===== src/rtl/rep_serial_pkg.sv =====
// Shared types and helpers for the repetition-coded serial transmitter.
// Holds the FSM state encoding, default geometry and frame-length arithmetic.
package rep_serial_pkg;

   typedef enum logic [1:0] {
      IDLE = 2'd0,
      SEND = 2'd1,
      DONE = 2'd2
   } state_t;

   localparam int DEF_DATA_W = 8;
   localparam int DEF_REP    = 3;

   // Number of valid line cycles in one frame, parity bit included when enabled.
   function automatic int frame_len(input int data_w, input int rep, input bit parity);
      return (data_w + (parity ? 1 : 0)) * rep;
   endfunction

endpackage


===== src/rtl/rep_counter.sv =====
// Modulo-REP repetition counter; tc is high while the count sits at REP-1.
// Latency: count updates on the clock edge; no backpressure, enable-gated only.
module rep_counter #(
   parameter int REP = 3
) (
   input  logic clk,
   input  logic rst,
   input  logic clr,
   input  logic en,
   output logic tc
);

   localparam int CW = (REP > 1) ? $clog2(REP) : 1;

   logic [CW-1:0] cnt;

   assign tc = (cnt == CW'(REP - 1));

   always_ff @(posedge clk) begin
      if (rst || clr) begin
         cnt <= '0;
      end else if (en) begin
         cnt <= tc ? '0 : cnt + CW'(1);
      end
   end

endmodule


===== src/rtl/rep_serial_tx.sv =====
// Repetition-coded serial transmitter: LSB first, each bit held REP cycles, then a done pulse.
// Optional even parity bit after the MSB when REP_SERIAL_TX_PARITY_EN is defined.
module rep_serial_tx
   import rep_serial_pkg::*;
#(
   parameter int DATA_W = DEF_DATA_W,
   parameter int REP    = DEF_REP
) (
   input  logic              clk,
   input  logic              rst,
   input  logic [DATA_W-1:0] data_in,
   input  logic              load,
   output logic              ready,
   output logic              tx_out,
   output logic              tx_valid,
   output logic              done
);

`ifdef REP_SERIAL_TX_PARITY_EN
   localparam bit PAR_EN = 1'b1;
`else
   localparam bit PAR_EN = 1'b0;
`endif

   localparam int NBITS = frame_len(DATA_W, REP, PAR_EN) / REP;
   localparam int BW    = (NBITS > 1) ? $clog2(NBITS) : 1;

   state_t           state, state_nxt;
   logic [NBITS-1:0] shreg, shreg_nxt, load_word;
   logic [BW-1:0]    bit_idx, bit_nxt;
   logic             rep_clr, rep_en, rep_tc;

`ifdef REP_SERIAL_TX_PARITY_EN
   assign load_word = {^data_in, data_in};
`else
   assign load_word = data_in;
`endif

   assign ready = (state == IDLE);

   rep_counter #(.REP(REP)) u_rep_counter (
      .clk (clk),
      .rst (rst),
      .clr (rep_clr),
      .en  (rep_en),
      .tc  (rep_tc)
   );

   always_comb begin
      state_nxt = state;
      shreg_nxt = shreg;
      bit_nxt   = bit_idx;
      rep_clr   = 1'b0;
      rep_en    = 1'b0;
      unique case (state)
         IDLE: begin
            if (load) begin
               state_nxt = SEND;
               shreg_nxt = load_word;
               bit_nxt   = '0;
               rep_clr   = 1'b1;
            end
         end
         SEND: begin
            rep_en = 1'b1;
            if (rep_tc) begin
               if (bit_idx == BW'(NBITS - 1)) begin
                  state_nxt = DONE;
               end else begin
                  shreg_nxt = shreg >> 1;
                  bit_nxt   = bit_idx + BW'(1);
               end
            end
         end
         DONE:    state_nxt = IDLE;
         default: state_nxt = IDLE;
      endcase
   end

   // Line outputs are registered from the next-state view so they align with the state they describe.
   always_ff @(posedge clk) begin
      if (rst) begin
         state    <= IDLE;
         shreg    <= '0;
         bit_idx  <= '0;
         tx_out   <= 1'b0;
         tx_valid <= 1'b0;
         done     <= 1'b0;
      end else begin
         state    <= state_nxt;
         shreg    <= shreg_nxt;
         bit_idx  <= bit_nxt;
         tx_valid <= (state_nxt == SEND);
         tx_out   <= (state_nxt == SEND) & shreg_nxt[0];
         done     <= (state_nxt == DONE);
      end
   end

endmodule

===== config.mk =====
export PLATFORM = sky130hd
export DESIGN_NAME = rep_serial_tx
export DESIGN_NICKNAME = d
export VERILOG_FILES = /design/src/rtl/rep_serial_pkg.sv /design/src/rtl/rep_counter.sv /design/src/rtl/rep_serial_tx.sv
export SDC_FILE = /design/constraint.sdc
export NUM_CORES = 1
export LEC_CHECK = 0
export ABC_AREA = 0
export CORE_MARGIN = 5
export CORE_UTILIZATION = 52
export CTS_CLUSTER_DIAMETER = 200
export DETAILED_ROUTE_END_ITERATION = 12
export PLACE_DENSITY_LB_ADDON = 0.12
export SETUP_SLACK_MARGIN = 0.15
export SYNTH_ARGS = -nofsm -noshare
export SYNTH_HDL_FRONTEND = slang
export SYNTH_HIERARCHICAL = 1
export SYNTH_SLANG_ARGS = --single-unit

===== constraint.sdc =====
create_clock -name clk -period 2.8 [get_ports clk]
set_input_delay 0.28 -clock clk [delete_from_list [all_inputs] [get_ports clk]]
set_output_delay 0.28 -clock clk [all_outputs]
set_load 0.05 [all_outputs]

==> results of run 1 <==
cells by family after synthesis:
group | after synthesis
fa+ha+maj | 2
buf+inv | 4
simple gates | 30
flops | 18
mux | 2
compound gates | 19
worst max-delay path: stages (launching register included):
cell and delay [ns]:
dfxtp_1 0.39, nor2_1 0.13, clkdlybuf4s50_1 0.81
path summary, 6_finish.rpt:
| path | slack [ns] | start | end | depth (start not counted) |
|---|---|---|---|---|
| worst max register to register | 1.14 | bit_idx[0] | bit_idx[0] | 5 |
| worst max-delay path | 0.90 | state[0] | ready | 2 |
| worst min register to register | 0.46 | shreg[6] | shreg[6] | 2 |
| worst min-delay path | 0.46 | shreg[6] | shreg[6] | 2 |
synth_stat cells, drive strengths merged:
cell type	n	area [um2]
a211oi	2	20.02
a21oi	6	30.03
a22o	2	17.52
a22oi	7	52.55
and2	1	6.260
and3	1	6.260
and4bb	1	12.51
buf	2	18.77
clkbuf	1	3.750
dfxtp	18	360.4
ha	2	25.02
inv	1	3.750
mux2	1	15.01
mux2i	1	10.01
nand2	7	26.28
nand2b	4	25.02
nand3b	1	7.510
nand4bb	1	11.26
nor2	4	22.52
nor2b	2	12.51
nor3	4	25.02
nor3b	1	18.77
nor4	2	12.51
o211ai	1	7.510
o21ai	1	5.000
or3b	1	8.760
area by class of cell:
cell class | count | area share [%]
multi-input cells | 53 | 40.92
clock buffers | 3 | 2.439
well taps | 15 | 2.033
inverters | 1 | 0.4065
flip-flops and latches | 18 | 39.02
repair buffers | 14 | 15.18
report_power, final:
group | internal (uW) | switching (uW) | leakage (uW)
Sequential | 267 | 6.91 | 0.000147
Clock | 50.1 | 75.6 | 0.0000138
Combinational | 32.2 | 33.2 | 0.000182
cells in the final DEF (no fill, tap or decap), drive strengths merged, types with 2 or more instances in the layout:
master	count
clkdlybuf4s50	14
a21oi	6
a22o	2
clkbuf	3
nor2b	2
nand2	7
a211oi	2
ha	2
nor3	4
dfxtp	18
nor4	2
nand2b	4
nor2	4
a22oi	7
per-layer routing:
| layer | vias up | GRT usage [%] | share of wire, % |
|---|---|---|---|
| li1 | 306 | - | - |
| met1 | 282 | 14.53 | 43 |
| met2 | 20 | 20.65 | 46 |
| met3 | 5 | 4.281 | 7.7 |
| met4 | 0 | 7.373 | 2.9 |
| met5 | - | 0 | 0 |
flip-flops by register name (all words and copies together), names as in the netlist:
register and cells:
shreg 8, state 2, bit_idx 3, tx_valid 1, u_rep_counter/cnt 2, done 1
tx_out 1
metrics by stage:
stage	total power (uW)	cell area, um2
after floorplan	317.6	764.5
after global routing	491.6	923.4
final	464.5	923.4
after global placement	343.5	900.9
after CTS	468.6	923.4
after detailed placement	345.0	900.9
==> run metrics, run 1 <==
post-DP HPWL 1014 um; CP required 2.52 ns; GRT Total Usage 12.82%; Max VDD drop 0.0003453 V; mux cell area share after synthesis 3.273%; Max FO, Critical Path 7; Max-slew headroom 58.90%; Starting Density 56.63%; antenna fix cells 0; routed vias 613; first-pass GRT wire length 2415 um; measured slew at the worst slew-check pin 0.6146 ns; Synth Area in Compound Gates 17.35%; Post-Syn Area 764.5 um2; die height 48.34 um; # fillers 116; drt first-iter violations 11; Achievable Freq 525.6 MHz; Hold WC Path Type reg -> reg; Adder-Cell Fraction of Synth Area 3.273%; CP startpoint kind register; largest family of logic cells by synthesized area simple AND/OR/NAND/NOR gates; crit path DAT 1.62 ns; worst hold margin 0.4605 ns; vias in the first global route 574; outcome complete, no violations; unrepaired setup endpoints after global routing false; Synth Area in XOR/XNOR 0%; fin crit share 67.94%; register area share after synthesis 47.14%; setup_tns 0 ns; clk_lat worst skew 0.29 ns; Layout Skew 0.002957 ns; final setup vio count 0; Final Max Slew Viols 0; worst-case clock buffer depth 2; Post-CTS Setup Bufs 0; drc violations 0; fraction of layout cells with a size suffix above 1 10.11%; # IOs 15; TritonRoute pass-1 iters 6; total CTS buffers 3; hold_buf cts 0; Seq. cell area 360.3 um2; pwr/cell area 503.0 mW/mm2; Final Core Density 68.40%; initial antenna violation count 0; Placement Setup Slack 0.9616 ns; Leakage 0.0003428 uW; grt ovf 0; Max-Cap Viols 0; Sink Count 18; crit end category primary output; DRT Wirelength 1388 um; clk root buf clkbuf_4; multi-input logic area 377.9 um2; total nets after synthesis 88; Placer Congestion 0.7717; die area 0.002337 mm2; Final Hold Violating Endpoints 0; H-tree Lvls 1; clock-pin transition on the worst setup and hold timing paths 0.10 ns; drt wl/cell 13.35 um; CP Class reg -> out; largest net degree at the start of global routing 17; Die W 48.34 um; Rows 13; post-synthesis register bit count 18; Placeable Area 0.001350 mm2; syn avg cell area 10.19 um2; P&R area growth vs syn 20.79%; IO Port Bufs 14; simple-gate share of the synthesized area 25.53%; Setup WS post-layout 0.8976 ns; synthesized instance count 75; TritonCTS clock tree yes; Resize count post-CTS 0; via/cell ratio 5.894; Tmin final 1.902 ns; YS warnings 6; number of nets in the layout 104; fin cells 104; synth unique cells 30; dpl cells 101; Post-DRT Antenna Nets 0
(Power assumes the default switching activity.)
==> run 2, diff against run 1 <==
- CORE_UTILIZATION: 52 -> 48
- clock period: 2.8 -> 1.9 ns (I/O delays scaled with it)
==> run 2 against run 1 <==
Core utilization is 5.2 points lower. Global-route usage down 0.35 points. Final cell count grew 3.8%. Worst setup slack worse by 0.66 ns. Largest cell class unchanged.
==> run metrics, run 2 (same netlist as run 1, synthesis figures left out) <==
outcome complete, no violations; Buf/Inv on CP 0 (-1); via/cell ratio 5.704 (-3.2%); multi-input logic area 377.9 um2 (unchanged); total CTS buffers 3 (unchanged); Rows 14 (+1); Sink Count 18 (unchanged); instance count on the critical path 5 (+3); routed vias 616 (+0.49%); Worst path top cell family by delay simple AND/OR/NAND/NOR gates; Leakage 0.0003599 uW (+5.0%); commonest non-fill, non-tap cells in the layout 18 x dfxtp_1, 13 x clkdlybuf4s50_1, 7 x a22oi_1, 7 x nand2_1, 6 x a21oi_1; CP startpoint kind register; drc violations 0 (unchanged); clk root buf clkbuf_4; first-pass GRT wire length 2421 um (+0.25%); most common cell after layout, fill and taps aside dfxtp_1; Hold WC Path Type reg -> reg; # fillers 138 (+19%); Max-Cap Viols 0 (unchanged); Placer Congestion 0.7763 (+0.60%); Tmin final 1.665 ns; drt wl/cell 12.77 um (-4.3%); Max stage delay on crit path 0.45 ns (-0.36 ns); setup_tns 0 ns (unchanged); critical-path cell list ha_1 > ha_1 > and4bb_2 > nor3_2 > mux2_4; Hold Path Stages 2 (unchanged); initial antenna violation count 0 (unchanged); Final Hold Violating Endpoints 0 (unchanged); Seq. cell area 360.3 um2 (unchanged); H-tree Lvls 1 (unchanged); Final Max Slew Viols 0 (unchanged); post-DP HPWL 1006 um (-0.84%); fraction of layout cells with a size suffix above 1 13.04% (+2.9 points); max reg flops 8 (unchanged); die area 0.002491 mm2 (+6.6%); pwr/cell area 768.0 mW/mm2 (+53%); final setup vio count 0 (unchanged); crit path DAT 1.85 ns (+0.23 ns); Achievable Freq 600.8 MHz; Starting Density 50.75% (-5.9 points); Max-slew headroom 67.18% (+8.3 points); largest net degree at the start of global routing 11 (-6); CP Class reg -> reg; unrepaired setup endpoints after global routing false; Die W 49.91 um (+3.2%); TritonCTS clock tree yes; Max FO, Critical Path 8 (+1); clock-pin transition on the worst setup and hold timing paths 0.10 ns (about the same); GRT Total Usage 12.48% (-0.35 points); largest registers shreg: 8 flops, bit_idx: 3 flops; Max VDD drop 0.0004611 V (+34%); Post-DRT Antenna Nets 0 (unchanged); IO Port Bufs 14 (unchanged); R2R depth 5 (unchanged); CP required 2.09 ns (-0.43 ns); cell mode on critical path ha_1; P&R area growth vs syn 24.55%; measured slew at the worst slew-check pin 0.4907 ns (-0.1239 ns); hold_buf cts 0 (unchanged); clk_lat worst skew 0.28 ns (about the same); crit end category register; Reg with most FFs shreg; drt first-iter violations 13 (+2); DRT Wirelength 1379 um (-0.65%); antenna fix cells 0 (unchanged); grt ovf 0 (unchanged); worst-case clock buffer depth 2 (unchanged); worst hold margin 0.4649 ns (+0.004396 ns); die height 49.91 um (+3.2%); # IOs 15 (unchanged); TritonRoute pass-1 iters 4 (-2); CP max stage cell and4bb_2; Placeable Area 0.001506 mm2 (+12%); fin crit share 87.61%; number of nets in the layout 106 (+1.9%); vias in the first global route 589 (+2.6%); Layout Skew 0.003178 ns (+0.0002209 ns)
run 2: cell types whose count changed in the layout (fill, tap and decap cells not counted):
cell and change:
buf_4 +2, clkbuf_8 +1, dlygate4sd2_1 +1, clkdlybuf4s50_1 -1
run 2: routing by layer:
| layer | vias to the layer above | global-route usage (%) | part of all wire (%) |
|---|---|---|---|
| met2 | 14 | 19.07 | 45 |
| met1 | 289 | 15.04 | 47 |
| met5 | - | 0 | 0 |
| met4 | 0 | 6.987 | 0.87 |
| met3 | 2 | 4.217 | 7.0 |
| li1 | 311 | - | - |
run 2: per-stage QoR:
| stage | util (%) | cell area (um2) | setup slack [ns] | instances | power [uW] |
|---|---|---|---|---|---|
| 2_1_floorplan | - | 764.5 | 0.3547 | 75 | 468.0 |
| 3_3_place_gp | 60.88 | 917.1 | 0.2643 | 104 | 510.4 |
| 3_5_place_dp | 60.88 | 917.1 | 0.2508 | 104 | 511.6 |
| 4_1_cts | 63.21 | 952.2 | 0.2304 | 108 | 741.4 |
| 5_1_grt | 63.21 | 952.2 | 0.1633 | 108 | 772.3 |
| 6_report | 63.21 | 952.2 | 0.2354 | 108 | 731.3 |
run 2: final cells by class:
type,instances,area share (%)
clock buffers,4,3.811
inverters,1,0.3942
multi-input cells,53,39.68
flip-flops and latches,18,37.84
well taps,16,2.102
repair buffers,16,16.16
run 2: power by group:
| group | internal [uW] | switching [uW] | total (uW) |
|---|---|---|---|
| clock network | 117 | 113 | 229 |
| registers | 393 | 10.2 | 403 |
| logic | 49.5 | 49.5 | 99.0 |
| total | 559 | 172 | 731 |
run 2: final timing paths:
path,end,start,slack [ns]
setup / recovery,bit_idx[0],bit_idx[0],0.24
hold / removal,shreg[3],shreg[3],0.46
setup reg to reg,bit_idx[0],bit_idx[0],0.24
hold reg to reg,shreg[3],shreg[3],0.46
run 2: worst register-to-register path: cells and delay by family (launching register included):
kind          cells  cell delay [ns]
simple gates      2             0.54
mux               1             0.27
flops             1             0.34
fa+ha+maj         2             0.42
run 2: what timing repair did:
action                     4_1_cts  5_1_grt
gates resized for setup          1        0
setup endpoints to repair        1        0
setup buffers                    0        0
